## src/rtl/fifo_burst_reader.sv

```systemverilog
// Burst read controller for a level-sensitive FIFO. It streams bursts over a registered valid/ready port.
// Optional flush input is enabled by defining FIFO_BURST_READER_FLUSH_EN.
module fifo_burst_reader #(
    parameter int DATA_WIDTH = 32,
    parameter int FIFO_DEPTH = 64,
    parameter int BURST_W    = 8,
    parameter int TIMEOUT_W  = 16
) (
    input  logic                        clk,
    input  logic                        rst,
    input  logic                        fifo_empty,
    input  logic [$clog2(FIFO_DEPTH):0] fifo_count,
    input  logic [DATA_WIDTH-1:0]       fifo_data,
    output logic                        fifo_drop,
    input  logic [BURST_W-1:0]          burst_len,
    input  logic [TIMEOUT_W-1:0]        timeout_cycles,
`ifdef FIFO_BURST_READER_FLUSH_EN
    input  logic                        flush,
`endif
    output logic [DATA_WIDTH-1:0]       m_data,
    output logic                        m_valid,
    output logic                        m_last,
    input  logic                        m_ready,
    output logic                        busy
);
    localparam int CNT_W = $clog2(FIFO_DEPTH) + 1;
    localparam int CMP_W = (CNT_W > BURST_W) ? CNT_W : BURST_W;

    typedef enum logic {S_WAIT, S_BURST} state_t;

    state_t                  state_q, state_d;
    logic [BURST_W-1:0]      remaining_q, remaining_d;
    logic [TIMEOUT_W-1:0]    tmo_q, tmo_d;
    logic [DATA_WIDTH-1:0]   m_data_q, m_data_d;
    logic                    m_valid_q, m_valid_d;
    logic                    m_last_q, m_last_d;

    logic [BURST_W-1:0]      burst_min;
    logic [BURST_W-1:0]      snapshot;
    logic [CMP_W-1:0]        count_ext;
    logic                    thresh_hit, tmo_hit, flush_hit, pop, xfer;

    always_comb begin
        burst_min  = (burst_len == '0) ? BURST_W'(1) : burst_len;
        count_ext  = CMP_W'(fifo_count);
        thresh_hit = count_ext >= CMP_W'(burst_min);
        // Timeout/flush snapshots saturate instead of wrapping to a short burst.
        if (count_ext > CMP_W'({BURST_W{1'b1}}))
            snapshot = {BURST_W{1'b1}};
        else
            snapshot = BURST_W'(count_ext);
        tmo_hit = (timeout_cycles != '0) && !fifo_empty
                  && (tmo_q == timeout_cycles - TIMEOUT_W'(1));
`ifdef FIFO_BURST_READER_FLUSH_EN
        flush_hit = flush && !fifo_empty;
`else
        flush_hit = 1'b0;
`endif
        // Gated by rst so a reset mid-burst consumes nothing further.
        pop  = (state_q == S_BURST) && (remaining_q != '0) && !fifo_empty
               && (!m_valid_q || m_ready) && !rst;
        xfer = m_valid_q && m_ready;
    end

    always_comb begin
        state_d     = state_q;
        remaining_d = remaining_q;
        tmo_d       = tmo_q;
        m_data_d    = m_data_q;
        m_valid_d   = m_valid_q;
        m_last_d    = m_last_q;

        case (state_q)
            S_WAIT: begin
                if (thresh_hit) begin
                    state_d     = S_BURST;
                    remaining_d = burst_min;
                    tmo_d       = '0;
                end else if (flush_hit || tmo_hit) begin
                    state_d     = S_BURST;
                    remaining_d = snapshot;
                    tmo_d       = '0;
                end else begin
                    tmo_d = fifo_empty ? '0 : tmo_q + TIMEOUT_W'(1);
                end
            end
            S_BURST: begin
                if (xfer && m_last_q)
                    state_d = S_WAIT;
            end
            default: state_d = S_WAIT;
        endcase

        if (pop) begin
            m_data_d    = fifo_data;
            m_valid_d   = 1'b1;
            m_last_d    = (remaining_q == BURST_W'(1));
            remaining_d = remaining_q - BURST_W'(1);
        end else if (xfer) begin
            m_valid_d = 1'b0;
            m_last_d  = 1'b0;
        end
    end

    always_ff @(posedge clk) begin
        if (rst) begin
            state_q     <= S_WAIT;
            remaining_q <= '0;
            tmo_q       <= '0;
            m_data_q    <= '0;
            m_valid_q   <= 1'b0;
            m_last_q    <= 1'b0;
        end else begin
            state_q     <= state_d;
            remaining_q <= remaining_d;
            tmo_q       <= tmo_d;
            m_data_q    <= m_data_d;
            m_valid_q   <= m_valid_d;
            m_last_q    <= m_last_d;
        end
    end

    assign fifo_drop = pop;
    assign m_data    = m_data_q;
    assign m_valid   = m_valid_q;
    assign m_last    = m_last_q;
    assign busy      = (state_q == S_BURST);
endmodule

```

## config.mk

```make
export PLATFORM = sky130hd
export DESIGN_NAME = fifo_burst_reader
export DESIGN_NICKNAME = d
export VERILOG_FILES = /design/src/rtl/fifo_burst_reader.sv
export SDC_FILE = /design/constraint.sdc
export NUM_CORES = 1
export LEC_CHECK = 0
export ABC_AREA = 0
export CAP_MARGIN = 40
export CELL_PAD_IN_SITES_DETAIL_PLACEMENT = 0
export CELL_PAD_IN_SITES_GLOBAL_PLACEMENT = 1
export CORE_MARGIN = 3
export CORE_UTILIZATION = 34
export DETAILED_ROUTE_END_ITERATION = 6
export GPL_TIMING_DRIVEN = 0
export PLACE_DENSITY = 0.87
export SETUP_SLACK_MARGIN = 0.02
export SYNTH_ARGS = -nofsm -noshare
export SYNTH_HDL_FRONTEND = slang
export SYNTH_SLANG_ARGS = --single-unit
```

## constraint.sdc

```tcl
create_clock -name clk -period 4.5 [get_ports clk]
set_input_delay 1.125 -clock clk [delete_from_list [all_inputs] [get_ports clk]]
set_output_delay 1.125 -clock clk [all_outputs]
set_load 0.1 [all_outputs]
```

Word level (Yosys, flattened, before mapping)
Index checks and enable logic that the tools add are counted.
{"block": "word_totals", "output_inout_bits": 36, "input_bits": 67, "regBits": 59}
{"block": "classes", "magnitude_cmp": 1, "reduce_logical": 18, "n_bitwise": 1, "add_sub_neg": 3, "eq_ne": 3, "muxes": 15}
{"op": "$mux 16", "count": 3}
{"op": "$mux 8", "count": 5}
{"op": "$add 16x1->16 const B", "count": 1}
{"op": "$eq 16x16->1", "count": 1}
{"op": "$reduce_bool 16->1", "count": 1}
{"op": "$sub 16x1->16 const B", "count": 1}
{"op": "$eq 8x1->1 const B", "count": 1}
{"op": "$ge 7x8->1", "count": 1}
{"op": "$logic_and 1x1->1", "count": 8}
{"op": "$logic_not 8->1", "count": 1}
{"op": "$reduce_bool 8->1", "count": 1}
{"op": "$sub 8x1->8 const B", "count": 1}
{"op": "$mux 1", "count": 6}
{"op": "$logic_not 1->1", "count": 3}
{"op": "$reduce_bool 3->1", "count": 1}
{"op": "$ne 2x2->1 const B", "count": 1}
{"op": "$pmux 1 s2", "count": 1}
{"op": "$reduce_and 2->1", "count": 1}
{"op": "$reduce_bool 2->1", "count": 1}
{"op": "$logic_or 1x1->1", "count": 1}
{"op": "$not 1->1", "count": 1}

Logic depth before layout (Yosys ltp)
Gate-level depths: netlist (run 1).
{"block": "logic_depth", "ltp_word": 7, "depth_mapped": 13, "depth_no_buf": 11}

Worst setup path before layout (run 1)
No wires, ideal clock.
{"block": "synth_path", "path_kind": "input to output", "from": "input rst", "to": "output fifo_drop", "t_arrival_ns": 3.156, "cell_stages": 5, "required_ns": 3.375, "slack_ns": 0.219, "cell_sequence": "nand2b_1 > a2111o_1 > inv_1 > clkbuf_1 > buf_1"}
{"block": "synth_between", "elab_chain_len": 2}
{"item": "start: declaration", "line": "10", "rtl": "input logic rst,"}
{"item": "$logic_not 1->1", "line": "61", "rtl": "&& (!m_valid_q || m_ready) && !rst;"}
{"item": "$logic_and 1x1->1", "line": "61"}
{"item": "end: declaration", "line": "14", "rtl": "output logic fifo_drop,"}
Every way passes these cells.

Worst setup path in the final report (run 1)
{"block": "layout_path", "from": "input timeout_cycles[1]", "to": "register tmo_q[11]"}
{"block": "layout_between", "elab_chain_len": 5}
{"item": "start: declaration", "line": "16", "rtl": "input logic [TIMEOUT_W-1:0] timeout_cycles,"}
{"item": "$sub 16x1->16 / $reduce_bool 16->1 (equally long branches)", "line": "53, 52"}
{"item": "$eq 16x16->1 / $logic_and 1x1->1 (equally long branches)", "line": "53, 52"}
{"item": "$logic_and 1x1->1 *", "line": "53", "rtl": "&& (tmo_q == timeout_cycles - TIMEOUT_W'(1));"}
{"item": "$mux 16 *", "line": "79", "rtl": "end else if (flush_hit || tmo_hit) begin"}
{"item": "$mux 16 *", "line": "75", "rtl": "if (thresh_hit) begin"}
{"item": "end signal: assignment", "line": "116", "rtl": "tmo_q <= tmo_d;"}
{"item": "end: declaration", "line": "33", "rtl": "logic [TIMEOUT_W-1:0] tmo_q, tmo_d;"}
Every way passes the cells marked *; elsewhere a longest branch is shown, timed or not.
A chain may end at the register's enable or synchronous reset.

==> impl_metrics.toml, run 1 <==
[yosys]
synthAdderAreaFrac_pct = 4.89
synth.mux.area_fraction_pct = 2.56
synth_top_family_by_area = "simple AND/OR/NAND/NOR gates"
avgSynthCellArea_um2 = 7.98
synthTopCellsByCount = "nand2_1, dfxtp_1, a21oi_1"
ys.flop_type = "dfxtp_1"
ys_async_sr_fraction_pct = 0
ys_ff_latch = 59
synth_area_mm2 = 0.00333
synth_area_leaders = "dfxtp_1, a21oi_1, nand2_1"
synth_top_area_share_pct = 35.5
synth_seq_area_share_pct = 35.5
syn_inst = 417
synth-edff-count = 0
synth_most_common_cell = "nand2_1"
yosysWarningCount = 0
synth_area_leader_cell = "dfxtp_1"
synth_compound_area_share_pct = 19.3
synthXorXnorAreaFrac_pct = 7.10
synth_cell_types = 54
syn_nets = 497
synth-simple-area-share_pct = 26.0

[power_and_ir_drop]
intPower_uw = 972
ir_worst_vdd_uv = 142
p_sw_uw = 374
p_total_mw = 1.35
p_per_area_mw_per_mm2 = 247
p_leak_nw = 2.08
power_frac_seq_pct = 40.9
power.share.clock_pct = 37.8
comb_power_share_pct = 21.3
swShare_pct = 27.8

[floorplan]
fp.dieH_um = 105
start_util_pct = 35.5
core_mm2 = 0.00937
die_area_mm2 = 0.0110
die_x_um = 105
rows = 35
ios = 103

[placement]
gp_congestion = 0.877
io_buffers = 98
hpwlAfterDp_mm = 7.84

[global_routing]
grt_pass1_vias = 3650
antenna_found_initial = 0
grt_overflow = 0
grt.total_usage_pct = 19.3
grt_max_degree = 11
grt_pass1_wl_mm = 17.4

[sta]
rsz0062_at_grt = "false"
max-slew-margin-rel_pct = 56.2
setup_viol = 0
finClkSkew_ns = 0.00883
timing_worst_slew_pin_value_ns = 0.652
finalHoldViolations = 0
finalMaxSlewViolations = 0
fmax_mhz = 232
tns_ns = 0
layout_min_cycle_time_ns = 4.30
finalCritPeriodShare_pct = 95.6

[setup_path]
crit_buf_inv = 5
critPathMaxStageDelay_ns = 0.53
worst_setup_path_end_kind = "flip-flop"
path_class = "in2reg"
crit_family = "simple AND/OR/NAND/NOR gates"
cpMostUsedCell = "a21oi_1"
path_max_fanout = 10
crit_slowest_cell = "or4_1"
start_kind = "input pin"
cp.required_ns = 4.70
cp.arrival_ns = 4.51
crit_chain = "clkdlybuf4s50_1 > inv_1 > ha_2 > nor3b_4 > a21oi_1 > or4_1 > or4_4 > nor4b_4 > nor3_1 > buf_2 > buf_4 > buf_6 > a21oi_1 > a31oi_1"

[layout]
layout-drive-gt1-share_pct = 13.0
fillers = 796
areaGrowthSynthToFinish_pct = 64.0
final_core_util_pct = 58.3
diodes = 0
layout.nets = 644

[clocking]
cts_tree = "done"
h-tree-depth = 3
clk_path_buf_depth = 2
cts.sinks = 59
clkTransAtPathRegs_ns = 0.07
clk_latency_ns = 0.34
cts-root-buf = "clkbuf_8"
cts_inserted_buffers = 9

[drt]
first_pass_iters = 5
routed-via-count = 3498
drtIter0Drc = 87
drc = 0
drt-total-wl_mm = 10.2
antenna_left = 0
via_per_inst = 5.01
wl_per_cell_um = 14.7

[worst_hold_path]
hold_path_class = "reg2reg"

[run_status]
status = "complete, no violations"

[flow_run]
drv_cap = 0
-- through the flow --
step	area [um2]	hold WS, ns	cells	setup WS (ns)
floorplan	3330	0.466	417	0.219
global placement	4470	0.441	644	-1.10
detailed placement	5220	0.447	681	-0.690
CTS	5460	0.455	698	0.105
global route	5460	0.479	698	0.0248
finish	5460	0.452	698	0.198
-- cell families (layout without fill, tap and decap cells) --
family                   count (synthesis)  in the layout
AO/OA/AOI/OAI                          106            106
XOR/XNOR                                27             27
adder cells (fa/ha/maj)                 13             13
buffers and inverters                   38            190
flip-flops                              59             59
multiplexers                             8              8
AND/OR/NAND/NOR                        166            166
-- power groups by stage --
stage	logic (mW)	registers (mW)	clock network, mW
floorplan	0.110	0.602	0
global route	0.311	0.552	0.544
finish	0.287	0.550	0.509
CTS	0.287	0.550	0.520
global placement	0.251	0.560	0
detailed placement	0.284	0.562	0
-- worst min-delay path: stages, from the launching register on --
cell and delay (ns):
dfxtp_1 0.31, nand2_1 0.05, a21oi_1 0.05
-- cell usage in the layout, fill, tap and decap left out, drive strengths merged, types with 8 or more instances in the layout --
cell type       n
xor2           12
xnor2          15
inv            14
a31oi          13
nand3          12
clkdlybuf4s50  96
buf            46
nor2           11
nor4            8
nand2          74
dfxtp          59
clkbuf         28
and3           10
nor3           12
ha             13
a21oi          58
nand2b         15
-- worst paths after layout --
path	from	end	slack [ns]	cells past startpoint
max reg2reg	tmo_q[4]	tmo_q[11]	1.54	11
max	timeout_cycles[1]	tmo_q[11]	0.20	14
min reg2reg	m_data[12]	m_data[12]	0.45	2
min	m_data[12]	m_data[12]	0.45	2
-- metal layers --
metal | track usage (%) | up-vias | wire length, um
li1 | - | 1771 | -
met4 | 6.75 | 0 | 160
met5 | 0 | - | 0
met1 | 23.9 | 1596 | 4490
met2 | 31.3 | 118 | 4760
met3 | 6.24 | 13 | 823
-- what timing repair did --
item,4_1_cts,5_1_grt
endpoints found under the hold margin,0,0
hold buffers,0,0
resized for setup,8,2
buffers inserted,1,0
pin swaps,1,0
setup endpoints to repair,7,11
-- sequential cells by signal, summed over array words and instances (netlist names) --
| register | cells |
|---|---|
| busy | 1 |
| m_data | 32 |
| m_last | 1 |
| m_valid | 1 |
| remaining_q | 8 |
| tmo_q | 16 |
-- layout make-up --
class / count / area (um2) / area share (%)
buffer: 24 / 119 / 2.18
clock buffer: 12 / 165 / 3.02
clock inverter: 4 / 47.5 / 0.871
inverter: 14 / 52.6 / 0.962
multi-input combinational: 320 / 1990 / 36.5
sequential: 59 / 1180 / 21.6
tap: 129 / 161 / 2.96
timing repair buffer: 136 / 1740 / 31.9
(Power assumes the default switching activity.)
==> run 2: changes to the inputs <==
Settings changed: GPL_TIMING_DRIVEN 0 to 1.
==> impl_metrics.toml, run 2 (synthesis gave the netlist of run 1 again) <==
[sta]
setup_viol = 0
finalHoldViolations = 0
rsz0062_at_grt = "false"
max-slew-margin-rel_pct = 61.5
finClkSkew_ns = 0.0126
layout_min_cycle_time_ns = 3.93
fmax_mhz = 255
setup_ws_ns = 0.573
finalCritPeriodShare_pct = 87.3
timing_worst_slew_pin_value_ns = 0.574
tns_ns = 0
finalMaxSlewViolations = 0
holdWs_ns = 0.453

[flow_run]
drv_cap = 0

[setup_path]
critPathMaxStageDelay_ns = 0.50
cpMostUsedCell = "or4_1"
reg2reg_from = "tmo_q[4]"
worst_setup_path_end_kind = "flip-flop"
start_kind = "input pin"
path_class = "in2reg"
crit_family = "simple AND/OR/NAND/NOR gates"
path_max_fanout = 6
crit_slowest_cell = "or4_4"
cp.required_ns = 4.76
r2r_slack_ns = 1.70
reg2reg_depth = 8
crit_buf_inv = 2
crit_chain = "clkdlybuf4s50_1 > inv_1 > ha_1 > xor2_1 > nand2_1 > or4_1 > or4_4 > nor4b_4 > o21bai_2 > or4_1 > o211ai_1"
cp.arrival_ns = 4.19
r2r_end = "remaining_q[1]"

[layout]
fin_area_mm2 = 0.00548
largest_reg_flops = 32
layout-drive-gt1-share_pct = 14.2
areaGrowthSynthToFinish_pct = 64.6
most-common-layout-cells = "clkdlybuf4s50_1, nand2_1, dfxtp_1"
layout.nets = 637
diodes = 0
final_common_cell = "clkdlybuf4s50_1"
fillers = 824

[clocking]
post_cts_buffers = 0
h-tree-depth = 3
clk_path_buf_depth = 2
cts.sinks = 59
cts_hold_buffers = 0
clkTransAtPathRegs_ns = 0.07
cts_resized = 0
clk_latency_ns = 0.34
cts_inserted_buffers = 9
cts_tree = "done"
cts-root-buf = "clkbuf_8"

[placement]
place_worst_setup_slack_ns = 0.209
gp_congestion = 0.873
hpwlAfterDp_mm = 7.52
io_buffers = 102
placed_area_mm2 = 0.00526

[power_and_ir_drop]
p_leak_nw = 2.09
ir_worst_vdd_uv = 153
p_total_mw = 1.39
p_per_area_mw_per_mm2 = 254

[drt]
antenna_left = 0
drt-total-wl_mm = 10.1
drtIter0Drc = 88
drc = 0
via_per_inst = 5.06
first_pass_iters = 4
wl_per_cell_um = 14.6
routed-via-count = 3495

[floorplan]
die_x_um = 105
rows = 35
fp.dieH_um = 105
ios = 103
core_mm2 = 0.00937
start_util_pct = 35.5
die_area_mm2 = 0.0110

[worst_hold_path]
hold_path_class = "reg2reg"
hold_end = "m_data[26]"
hold_depth = 2
hold_start = "m_data[26]"

[global_routing]
grt_pass1_wl_mm = 17.2
grt_overflow = 0
antenna_found_initial = 0
grt.total_usage_pct = 19.0
grt_max_degree = 47
grt_pass1_vias = 3625

[run_status]
status = "complete, no violations"
-- run 2: cell types whose count changed in the layout (fill, tap and decap cells not counted), moves of 2 or more --
cell,before,now
clkdlybuf4s50_1,96,101
buf_1,2,0
buf_4,3,15
buf_16,16,14
clkbuf_1,15,0
clkbuf_8,13,10
buf_2,4,0
buf_8,19,21
-- run 2: worst min-delay path, delay by kind of cell (launching register included) --
family          cells  cell delay [ns]
simple gates        1             0.05
flops               1             0.31
compound gates      1             0.05
-- run 2: area by class of cell --
class	count	area, um2	share of cell area [%]
Inverter	14	52.6	0.959
Clock buffer	10	138	2.51
Sequential cell	59	1180	21.5
Tap cell	129	161	2.94
Clock inverter	6	88.8	1.62
Multi-Input combinational cell	320	2000	36.4
Timing Repair Buffer	153	1860	34.0
-- run 2: where the power goes --
| group | internal [mW] | switching [mW] |
|---|---|---|
| registers | 0.537 | 0.0131 |
| logic | 0.143 | 0.152 |
| clock network | 0.327 | 0.221 |
-- run 2: routing by layer --
metal  wire length, um  track usage (%)  share of wire [%]  vias to the layer above
met3               843             6.05                8.3                       22
met2              4280             28.9                 42                      125
met4               303             9.28                3.0                        0
met5                 0                0                  0                        -
met1              4680             24.1                 46                     1591
li1                  -                -                  -                     1757
-- run 2: worst max-delay path by stage --
stage | startpoint | end | slack [ns] | cells past startpoint
floorplan | rst | fifo_drop | 0.22 | 5
global placement | timeout_cycles[0] | remaining_q[1] | 0.28 | 11
detailed placement | timeout_cycles[1] | remaining_q[1] | 0.21 | 11
CTS | timeout_cycles[1] | remaining_q[1] | 0.57 | 11
global route | timeout_cycles[1] | remaining_q[1] | 0.37 | 12
finish | timeout_cycles[1] | remaining_q[1] | 0.57 | 11
-- run 2: per-stage QoR --
stage | utilization, % | cells
final | 58.5 | 691
after global routing | 58.5 | 691
after CTS | 58.5 | 691
after detailed placement | 56.1 | 675
after global placement | 48.6 | 640
after floorplan | - | 417
==> run 3: changes to the inputs <==
Settings changed: CORE_ASPECT_RATIO from default to 1.75, REMOVE_ABC_BUFFERS from default to 1.
==> impl_metrics.toml, run 3 (synthesis gave the netlist of run 1 again) <==
[run_status]
status = "complete, no violations"

[worst_hold_path]
hold_depth = 2
hold_path_class = "reg2reg"

[global_routing]
use_met2_pct = 35.2
grt_pass1_wl_mm = 16.5
grt_max_degree = 47
antenna_found_initial = 0
top_usage_layer = "met2"
grtUsageMet1_pct = 19.9
grtUsageMet3_pct = 3.03
grt_overflow = 0
grt.total_usage_pct = 19.1
grt_pass1_vias = 3662

[sta]
finalCritPeriodShare_pct = 89.2
setup_viol = 0
layout_min_cycle_time_ns = 4.01
setup_ws_ns = 0.487
rsz0062_at_grt = "false"
timing_worst_slew_pin_value_ns = 0.605
holdWs_ns = 0.451
finalMaxSlewViolations = 0
finClkSkew_ns = 0.00423
max-slew-margin-rel_pct = 59.4
finalHoldViolations = 0
fmax_mhz = 249

[layout]
fin_area_mm2 = 0.00549
areaGrowthSynthToFinish_pct = 64.8
most-common-layout-cells = "clkdlybuf4s50_1, nand2_1, dfxtp_1"
layout.nets = 635
layout-drive-gt1-share_pct = 13.6
fillers = 838
largest_reg_flops = 32
final_common_cell = "clkdlybuf4s50_1"
diodes = 0

[power_and_ir_drop]
p_total_mw = 1.45
p_sw_uw = 382
power_frac_seq_pct = 37.9
swShare_pct = 26.3
p_leak_nw = 2.10
power.share.clock_pct = 41.9
intPower_mw = 1.07
ir_worst_vdd_uv = 189
comb_power_share_pct = 20.2
p_per_area_mw_per_mm2 = 265

[placement]
io_buffers = 102
placed_area_mm2 = 0.00522
gp_congestion = 0.801
hpwlAfterDp_mm = 7.73
place_worst_setup_slack_ns = 0.136

[clocking]
cts_resized = 0
clk_latency_ns = 0.32
cts_tree = "done"
cts-root-buf = "clkbuf_16"
cts_inserted_buffers = 9
cts_hold_buffers = 0
post_cts_buffers = 0
h-tree-depth = 3
clkTransAtPathRegs_ns = 0.05
clk_path_buf_depth = 2
cts.sinks = 59

[floorplan]
ios = 103
core_mm2 = 0.00953
die_area_mm2 = 0.0111
start_util_pct = 34.9
rows = 47
die_x_um = 80.8
fp.dieH_um = 137

[drt]
first_pass_iters = 4
drt-total-wl_mm = 10.0
antenna_left = 0
via_per_inst = 5.14
drc = 0
routed-via-count = 3493
drtIter0Drc = 152
wl_per_cell_um = 14.8

[setup_path]
cp.arrival_ns = 4.26
critPathMaxStageDelay_ns = 0.53
start_kind = "input pin"
crit_chain = "clkdlybuf4s50_1 > inv_1 > ha_1 > xor2_1 > nand2_1 > or4_1 > or4_4 > nor4b_4 > o21bai_2 > buf_4 > or3_1 > a21oi_1"
crit_slowest_cell = "or4_4"
reg2reg_depth = 9
crit_buf_inv = 3
worst_setup_path_end_kind = "flip-flop"
path_class = "in2reg"
crit_family = "simple AND/OR/NAND/NOR gates"
path_max_fanout = 6
critical_path_depth = 12
cp.required_ns = 4.75

[flow_run]
drv_cap = 0
==> run 3: cell count changes in the layout (fill, tap and decap cells not counted) <==
cell,before,now
clkbuf_16,0,9
clkinvlp_4,2,0
buf_16,14,13
buf_8,21,22
bufinv_16,2,0
buf_4,15,13
clkbuf_8,10,2
clkinv_4,1,0
clkinv_2,1,3
==> run 3: path summary, 6_finish.rpt <==
kind                          start             end  slack, ns
hold reg to reg          m_data[17]      m_data[17]       0.45
setup / recovery  timeout_cycles[0]  remaining_q[4]       0.49
setup reg to reg           tmo_q[4]  remaining_q[4]       1.68
hold / removal           m_data[17]      m_data[17]       0.45
==> run 3: layout make-up <==
cell class	instances	area [um2]	area share, %
Multi-Input combinational cell	320	2000	36.4
Timing Repair Buffer	151	1840	33.5
Sequential cell	59	1180	21.5
Clock buffer	11	253	4.61
Tap cell	122	153	2.78
Inverter	14	52.6	0.958
Clock inverter	3	15.0	0.274
==> run 3: stage by stage <==
step,cells,setup TNS [ns],util (%)
6_report,680,0,57.6
5_1_grt,680,0,57.6
4_1_cts,680,0,57.6
3_5_place_dp,666,0,54.8
3_3_place_gp,631,0,47.6
2_1_floorplan,393,-0.114,-
==> run 3: power groups by stage <==
stage | sequential (mW) | clock, mW | combinational [mW]
2_1_floorplan | 0.602 | 0 | 0.0962
3_3_place_gp | 0.560 | 0 | 0.263
6_report | 0.551 | 0.610 | 0.294
3_5_place_dp | 0.561 | 0 | 0.294
5_1_grt | 0.553 | 0.643 | 0.319
4_1_cts | 0.551 | 0.626 | 0.296
==> run 3: layer usage <==
metal	share of wire, %	wire length (um)	up-vias
li1	-	-	1747
met1	38	3810	1624
met2	54	5460	97
met3	4.4	444	25
met4	3.3	331	0
met5	0	0	-
==> run 3: worst register-to-register path, stage by stage (launching register included) <==
cell,delay [ns]
dfxtp_1,0.39
xnor2_1,0.16
a21oi_1,0.05
or4_1,0.51
or4_4,0.53
nor4b_4,0.33
o21bai_2,0.13
buf_4,0.17
or3_1,0.34
a21oi_1,0.13
